$ cat src/rtl/chunked_add_sequencer_pkg.sv
// rtl/chunked_add_sequencer_pkg.sv - shared state encoding and sizing helpers for the chunked adder
package chunked_add_sequencer_pkg;

  typedef enum logic [1:0] {
    IDLE = 2'b00,
    RUN  = 2'b01,
    DONE = 2'b10
  } state_e;

  localparam int CHUNK_DEFAULT = 4;

  // Width of the chunk index; kept at least one bit so a single-chunk build still has a counter
  function automatic int idx_width(input int n);
    return (n > 1) ? $clog2(n) : 1;
  endfunction

endpackage

$ cat src/rtl/carry_skip_add4.sv
// rtl/carry_skip_add4.sv - 4-bit carry-skip adder slice
module carry_skip_add4 (
  input  logic [3:0] a_i,
  input  logic [3:0] b_i,
  input  logic       cin_i,
  output logic [3:0] sum_o,
  output logic       cout_o
);

  logic [3:0] p;
  logic [3:0] g;
  logic [4:0] c;

  assign p    = a_i ^ b_i;
  assign g    = a_i & b_i;
  assign c[0] = cin_i;

  for (genvar i = 0; i < 4; i++) begin : g_ripple
    assign c[i+1] = g[i] | (p[i] & c[i]);
  end

  assign sum_o  = p ^ c[3:0];
  // When every bit propagates the carry-in bypasses the ripple chain
  assign cout_o = (&p) ? cin_i : c[4];

endmodule

$ cat src/rtl/chunked_add_top.sv
// rtl/chunked_add_top.sv - sequencer paired with the 4-bit carry-skip slice
module chunked_add_top #(
  parameter int WIDTH = 16
) (
  input  logic             clk,
  input  logic             rst,
  input  logic             in_valid,
  output logic             in_ready,
  input  logic [WIDTH-1:0] a,
  input  logic [WIDTH-1:0] b,
  input  logic             c_in,
  input  logic             sub,
  output logic             out_valid,
  input  logic             out_ready,
  output logic [WIDTH-1:0] sum,
  output logic             c_out,
  output logic             ovf
);

  logic [3:0] add_a;
  logic [3:0] add_b;
  logic [3:0] add_sum;
  logic       add_cin;
  logic       add_cout;

  chunked_add_sequencer #(.WIDTH(WIDTH), .CHUNK(4)) u_seq (
    .clk       (clk),
    .rst       (rst),
    .in_valid  (in_valid),
    .in_ready  (in_ready),
    .a         (a),
    .b         (b),
    .c_in      (c_in),
    .sub       (sub),
    .add_a     (add_a),
    .add_b     (add_b),
    .add_cin   (add_cin),
    .add_sum   (add_sum),
    .add_cout  (add_cout),
    .out_valid (out_valid),
    .out_ready (out_ready),
    .sum       (sum),
    .c_out     (c_out),
    .ovf       (ovf)
  );

  carry_skip_add4 u_slice (
    .a_i    (add_a),
    .b_i    (add_b),
    .cin_i  (add_cin),
    .sum_o  (add_sum),
    .cout_o (add_cout)
  );

endmodule

$ cat src/rtl/chunked_add_sequencer.sv
// rtl/chunked_add_sequencer.sv - feeds a WIDTH-bit add/sub through an external CHUNK-bit slice, LSB chunk first
import chunked_add_sequencer_pkg::*;

module chunked_add_sequencer #(
  parameter int WIDTH = 16,
  parameter int CHUNK = CHUNK_DEFAULT
) (
  input  logic             clk,
  input  logic             rst,
  input  logic             in_valid,
  output logic             in_ready,
  input  logic [WIDTH-1:0] a,
  input  logic [WIDTH-1:0] b,
  input  logic             c_in,
  input  logic             sub,
  output logic [CHUNK-1:0] add_a,
  output logic [CHUNK-1:0] add_b,
  output logic             add_cin,
  input  logic [CHUNK-1:0] add_sum,
  input  logic             add_cout,
  output logic             out_valid,
  input  logic             out_ready,
  output logic [WIDTH-1:0] sum,
  output logic             c_out,
  output logic             ovf
);

  localparam int N  = WIDTH / CHUNK;
  localparam int IW = idx_width(N);
  localparam logic [IW-1:0] IDX_LAST = IW'(N - 1);

  state_e           state_q;
  logic [WIDTH-1:0] a_q;
  logic [WIDTH-1:0] b_q;
  logic [WIDTH-1:0] sum_q;
  logic [IW-1:0]    idx_q;
  logic             carry_q;
  logic             a_msb_q;
  logic             beff_msb_q;
  logic             c_out_q;
  logic             ovf_q;
  logic [WIDTH-1:0] b_eff_d;

  assign b_eff_d = sub ? ~b : b;

  always_ff @(posedge clk) begin
    if (rst) begin
      state_q    <= IDLE;
      a_q        <= '0;
      b_q        <= '0;
      sum_q      <= '0;
      idx_q      <= '0;
      carry_q    <= 1'b0;
      a_msb_q    <= 1'b0;
      beff_msb_q <= 1'b0;
      c_out_q    <= 1'b0;
      ovf_q      <= 1'b0;
    end else begin
      case (state_q)
        IDLE: begin
          if (in_valid) begin
            state_q    <= RUN;
            a_q        <= a;
            b_q        <= b_eff_d;
            carry_q    <= sub ? 1'b1 : c_in;
            idx_q      <= '0;
            a_msb_q    <= a[WIDTH-1];
            beff_msb_q <= b_eff_d[WIDTH-1];
          end
        end
        RUN: begin
          sum_q[idx_q*CHUNK +: CHUNK] <= add_sum;
          carry_q <= add_cout;
          a_q     <= a_q >> CHUNK;
          b_q     <= b_q >> CHUNK;
          idx_q   <= idx_q + 1'b1;
          // Overflow is decided from the top chunk's sum MSB against the latched operand signs
          if (idx_q == IDX_LAST) begin
            state_q <= DONE;
            c_out_q <= add_cout;
            ovf_q   <= (a_msb_q == beff_msb_q) && (add_sum[CHUNK-1] != a_msb_q);
          end
        end
        DONE: begin
          if (out_ready) state_q <= IDLE;
        end
        default: state_q <= IDLE;
      endcase
    end
  end

  assign in_ready  = (state_q == IDLE) && !rst;
  assign out_valid = (state_q == DONE);
  assign add_a     = (state_q == RUN) ? a_q[CHUNK-1:0] : '0;
  assign add_b     = (state_q == RUN) ? b_q[CHUNK-1:0] : '0;
  assign add_cin   = (state_q == RUN) ? carry_q : 1'b0;
  assign sum       = sum_q;
  assign c_out     = c_out_q;
  assign ovf       = ovf_q;

endmodule

$ cat config.mk
export PLATFORM = sky130hd
export DESIGN_NAME = chunked_add_top
export DESIGN_NICKNAME = d
export VERILOG_FILES = /design/src/rtl/chunked_add_sequencer_pkg.sv /design/src/rtl/carry_skip_add4.sv /design/src/rtl/chunked_add_top.sv /design/src/rtl/chunked_add_sequencer.sv
export SDC_FILE = /design/constraint.sdc
export NUM_CORES = 1
export LEC_CHECK = 0
export BUFFER_PORTS_ARGS = -buffer_cell sky130_fd_sc_hd__buf_2
export CORE_ASPECT_RATIO = 0.8
export CORE_UTILIZATION = 54
export DETAILED_ROUTE_END_ITERATION = 8
export PLACE_DENSITY = 0.86
export REMOVE_ABC_BUFFERS = 1
export SLEW_MARGIN = 5
export SYNTH_ARGS = -nofsm -noshare
export SYNTH_HDL_FRONTEND = slang
export SYNTH_SLANG_ARGS = --single-unit
$ cat constraint.sdc
create_clock -name clk -period 4.3 [get_ports clk]
set_input_delay 0.86 -clock clk [delete_from_list [all_inputs] [get_ports clk]]
set_output_delay 0.86 -clock clk [all_outputs]
set_load 0.01 [all_outputs]
==> metrics.txt <==
utilization of the core after routing=between 60% and 70%; root buffer cell=sky130_fd_sc_hd__clkbuf_8; Critical Path Source Type=flop; total congestion overflow after global routing=0; number of nets with antenna violations after routing=0; top flip-flop cell by instance count after synthesis=sky130_fd_sc_hd__dfxtp_1; via-per-instance ratio=5.54; power density over the cells=397 mW/mm2; Setup-failing EPs final=0; number of buffer cells added on primary ports=between 50 and 60; layout cell share with drive strength beyond 1=25.1%; maximum fanout encountered on the critical timing path=30; outcome=completed; Clock Pin Slew Worst Setup and Hold Paths=0.06 ns; routability-driven placement congestion ratio=about 0.8; fillers=about 380; max-slew headroom at the worst pin=around 47%; via count of the first global-routing pass=roughly 2,100; drt drc=0; TritonCTS sink count=between 50 and 60; setup clock skew after layout=a little under 0.005 ns; antenna violations before repair=0; mean area per synthesized cell=just over 9 um2; Ant. Diodes=0; final HPWL from detailed placement=between 4000 and 5000 um; final hold violation count=0; leading cell types in the layout, fill and taps excluded=sky130_fd_sc_hd__buf_2 (57), sky130_fd_sc_hd__dfxtp_1 (57), sky130_fd_sc_hd__nand2_1 (50); CTS buffer count=9; Final TNS setup=0 ns; number of hold buffers added after cts=0; Die X=approximately 82 um; maximum operating frequency=0.301 GHz; total buffers and inverters traversed by the critical path=3; #FFs+latches synth=57; DR pass1 iterations=4; number of nets in the finished design=just over 400; Area Growth Syn to Fin=17.5%; Core Footprint=approximately 0.0047 mm2; top area cells in the synthesized netlist=sky130_fd_sc_hd__dfxtp_1 (41%), sky130_fd_sc_hd__nand2_1 (6.8%), sky130_fd_sc_hd__nor2_1 (5.2%), sky130_fd_sc_hd__xor2_1 (5.1%), sky130_fd_sc_hd__a311oi_2 (4.4%); leakage dissipation=approximately 1.4 nW; overall die area=0.00540 mm2; worst supply voltage drop on vdd=0.000276 V; kind of end point of the critical path=flop; top cell type's share of synthesized area=roughly two fifths; post-synthesis instance total=a little over 300; library cell occupying the most area in the post-synthesis netlist=sky130_fd_sc_hd__dfxtp_1; count of final max-slew check failures=0; share of async-settable or async-resettable flops after synthesis=0%; wire length of the first global-routing pass=around 10000 um; max incr delay on CP=0.46 ns; crit-path leading delay family=adder cells; total via count in the routed design=between 2,000 and 2,500; CTS tree=yes; proportion of synthesized area in mux cells=less than 1%; H-tree levels=3; maximum number of pins on one net before global-route repair=between 40 and 50; ordered cell list for the critical path=nor2b_2 -> buf_4 -> nand2_1 -> fa_1 -> fa_1 -> fa_1 -> inv_1 -> fa_1 -> inv_1 -> and3_1 -> a211oi_1 -> nor3_1; I/O pin total=a little under 60; worst skew pair latency=roughly 0.33 ns; combinational family with the most area after synthesis=compound AO/OA/AOI/OAI gates; post-synthesis cell type count=38; max_cap viols=0; fraction of the mapped netlist area in compound gates=a little over a fifth; initial core utilization=between 50% and 60%; post-route insts no fill=~420; synthesized-area fraction occupied by and/or/nand/nor cells=roughly a fifth; fraction of the cycle the final worst path needs=between 70% and 80%; multi-input combinational cell area=about 0.0015 mm2; synthesized cell area=about 0.0028 mm2; setup bufs post-CTS=0; combined global-route utilization of all metal layers=25.1%; number of warning messages in the yosys log=0; Worst Hold Class=flop to flop; dpl cells=404; adder and majority cell fraction of the synthesized area=between 6 and 7%; aggregate routed wire length=6000 um; slew at the pin with the worst max-slew slack=roughly 0.8 ns; unrepaired setup endpoints after global routing=no; Routed wire per std cell=about 14 um; post-route minimum period=around 3.3 ns; required time of the worst setup path=roughly 4.6 ns; die extent in y=65.9 um; library cell appearing most often on the critical path=sky130_fd_sc_hd__fa_1; classification of the worst setup path=flop to flop; final hold slack=0.446 ns; number of enable-type register cells in the synthesized netlist=0; cell with the biggest individual delay on the critical path=sky130_fd_sc_hd__fa_1; fraction of synthesized cell area in xor and xnor cells=under 10%; Std-Cell Rows=22; proportion of synthesized chip area in sequential cells=about two fifths; crit path DAT=3.58 ns; total power after layout=between 1 and 1.5 mW; Reg area=~0.0011 mm2; cells resized by post-CTS repair=0; Detailed Route Iter0 Violations=between 100 and 150; CTS Buffer Depth=2
-- metrics by stage --
| stage | instance area (um2) | worst slack [ns] |
|---|---|---|
| 3_5_place_dp | 3030 | 1.00 |
| 6_report | 3240 | 0.973 |
| 5_1_grt | 3240 | 0.753 |
| 2_1_floorplan | 2640 | 0.133 |
| 4_1_cts | 3240 | 0.963 |
| 3_3_place_gp | 3030 | 1.14 |
-- cells by family after synthesis --
group                    Yosys count
AO/OA/AOI/OAI                     70
XOR/XNOR                          16
adder cells (fa/ha/maj)           12
buffers and inverters             31
flip-flops                        57
multiplexers                       1
AND/OR/NAND/NOR                  118
-- Yosys cell counts (all sizes together) (2+ instances only) --
cell	instances
a211oi	2
a21oi	17
a22oi	15
a2bb2oi	12
a311oi	12
and2	2
buf	12
clkbuf	9
dfxtp	57
fa	4
ha	8
inv	10
nand2	51
nand2b	2
nand3	7
nor2	38
nor2b	3
nor3	2
nor3b	2
o2bb2ai	12
or4	5
xor2	16
-- cell type report --
type | instances | area share, %
multi-input cells | 217 | 45.2
flip-flops and latches | 57 | 35.2
repair buffers | 60 | 9.49
clock buffers | 13 | 5.52
well taps | 60 | 2.32
inverters | 10 | 1.16
clock inverters | 2 | 1.08
-- state kept, by name (all words and copies together) (netlist names) --
name / cells
u_seq.beff_msb_q: 1
u_seq.ovf: 1
u_seq.idx_q: 2
u_seq.state_q: 2
u_seq.sum: 16
u_seq.carry_q: 1
u_seq.a_msb_q: 1
u_seq.b_q: 16
u_seq.a_q: 16
u_seq.c_out: 1
-- path summary, 6_finish.rpt --
kind                     from           end  slack (ns)  depth (start not counted)
max reg2reg  u_seq.state_q[1]     u_seq.ovf        0.97                         12
min              u_seq.sum[1]  u_seq.sum[1]        0.45                          2
max          u_seq.state_q[1]     u_seq.ovf        0.97                         12
min reg2reg      u_seq.sum[1]  u_seq.sum[1]        0.45                          2
-- tightest hold or removal path, stage by stage (launching register included) --
cell and delay [ns]:
sky130_fd_sc_hd__dfxtp_1 0.30, sky130_fd_sc_hd__nand2_1 0.05, sky130_fd_sc_hd__a21oi_1 0.05
-- where the power goes --
| part | internal (mW) | total [mW] | switching, mW |
|---|---|---|---|
| Combinational | 0.0726 | 0.179 | 0.106 |
| Sequential | 0.561 | 0.582 | 0.0209 |
| Clock | 0.327 | 0.528 | 0.201 |
-- routing by layer --
metal	GRT usage (%)	share of wire, %	vias to the layer above
met5	0	0	-
met4	9.65	0.67	0
met3	9.66	6.1	4
met2	37.9	46	68
met1	32.1	47	1083
li1	-	-	1166
Note: power is estimated with default switching activity, not from simulation.
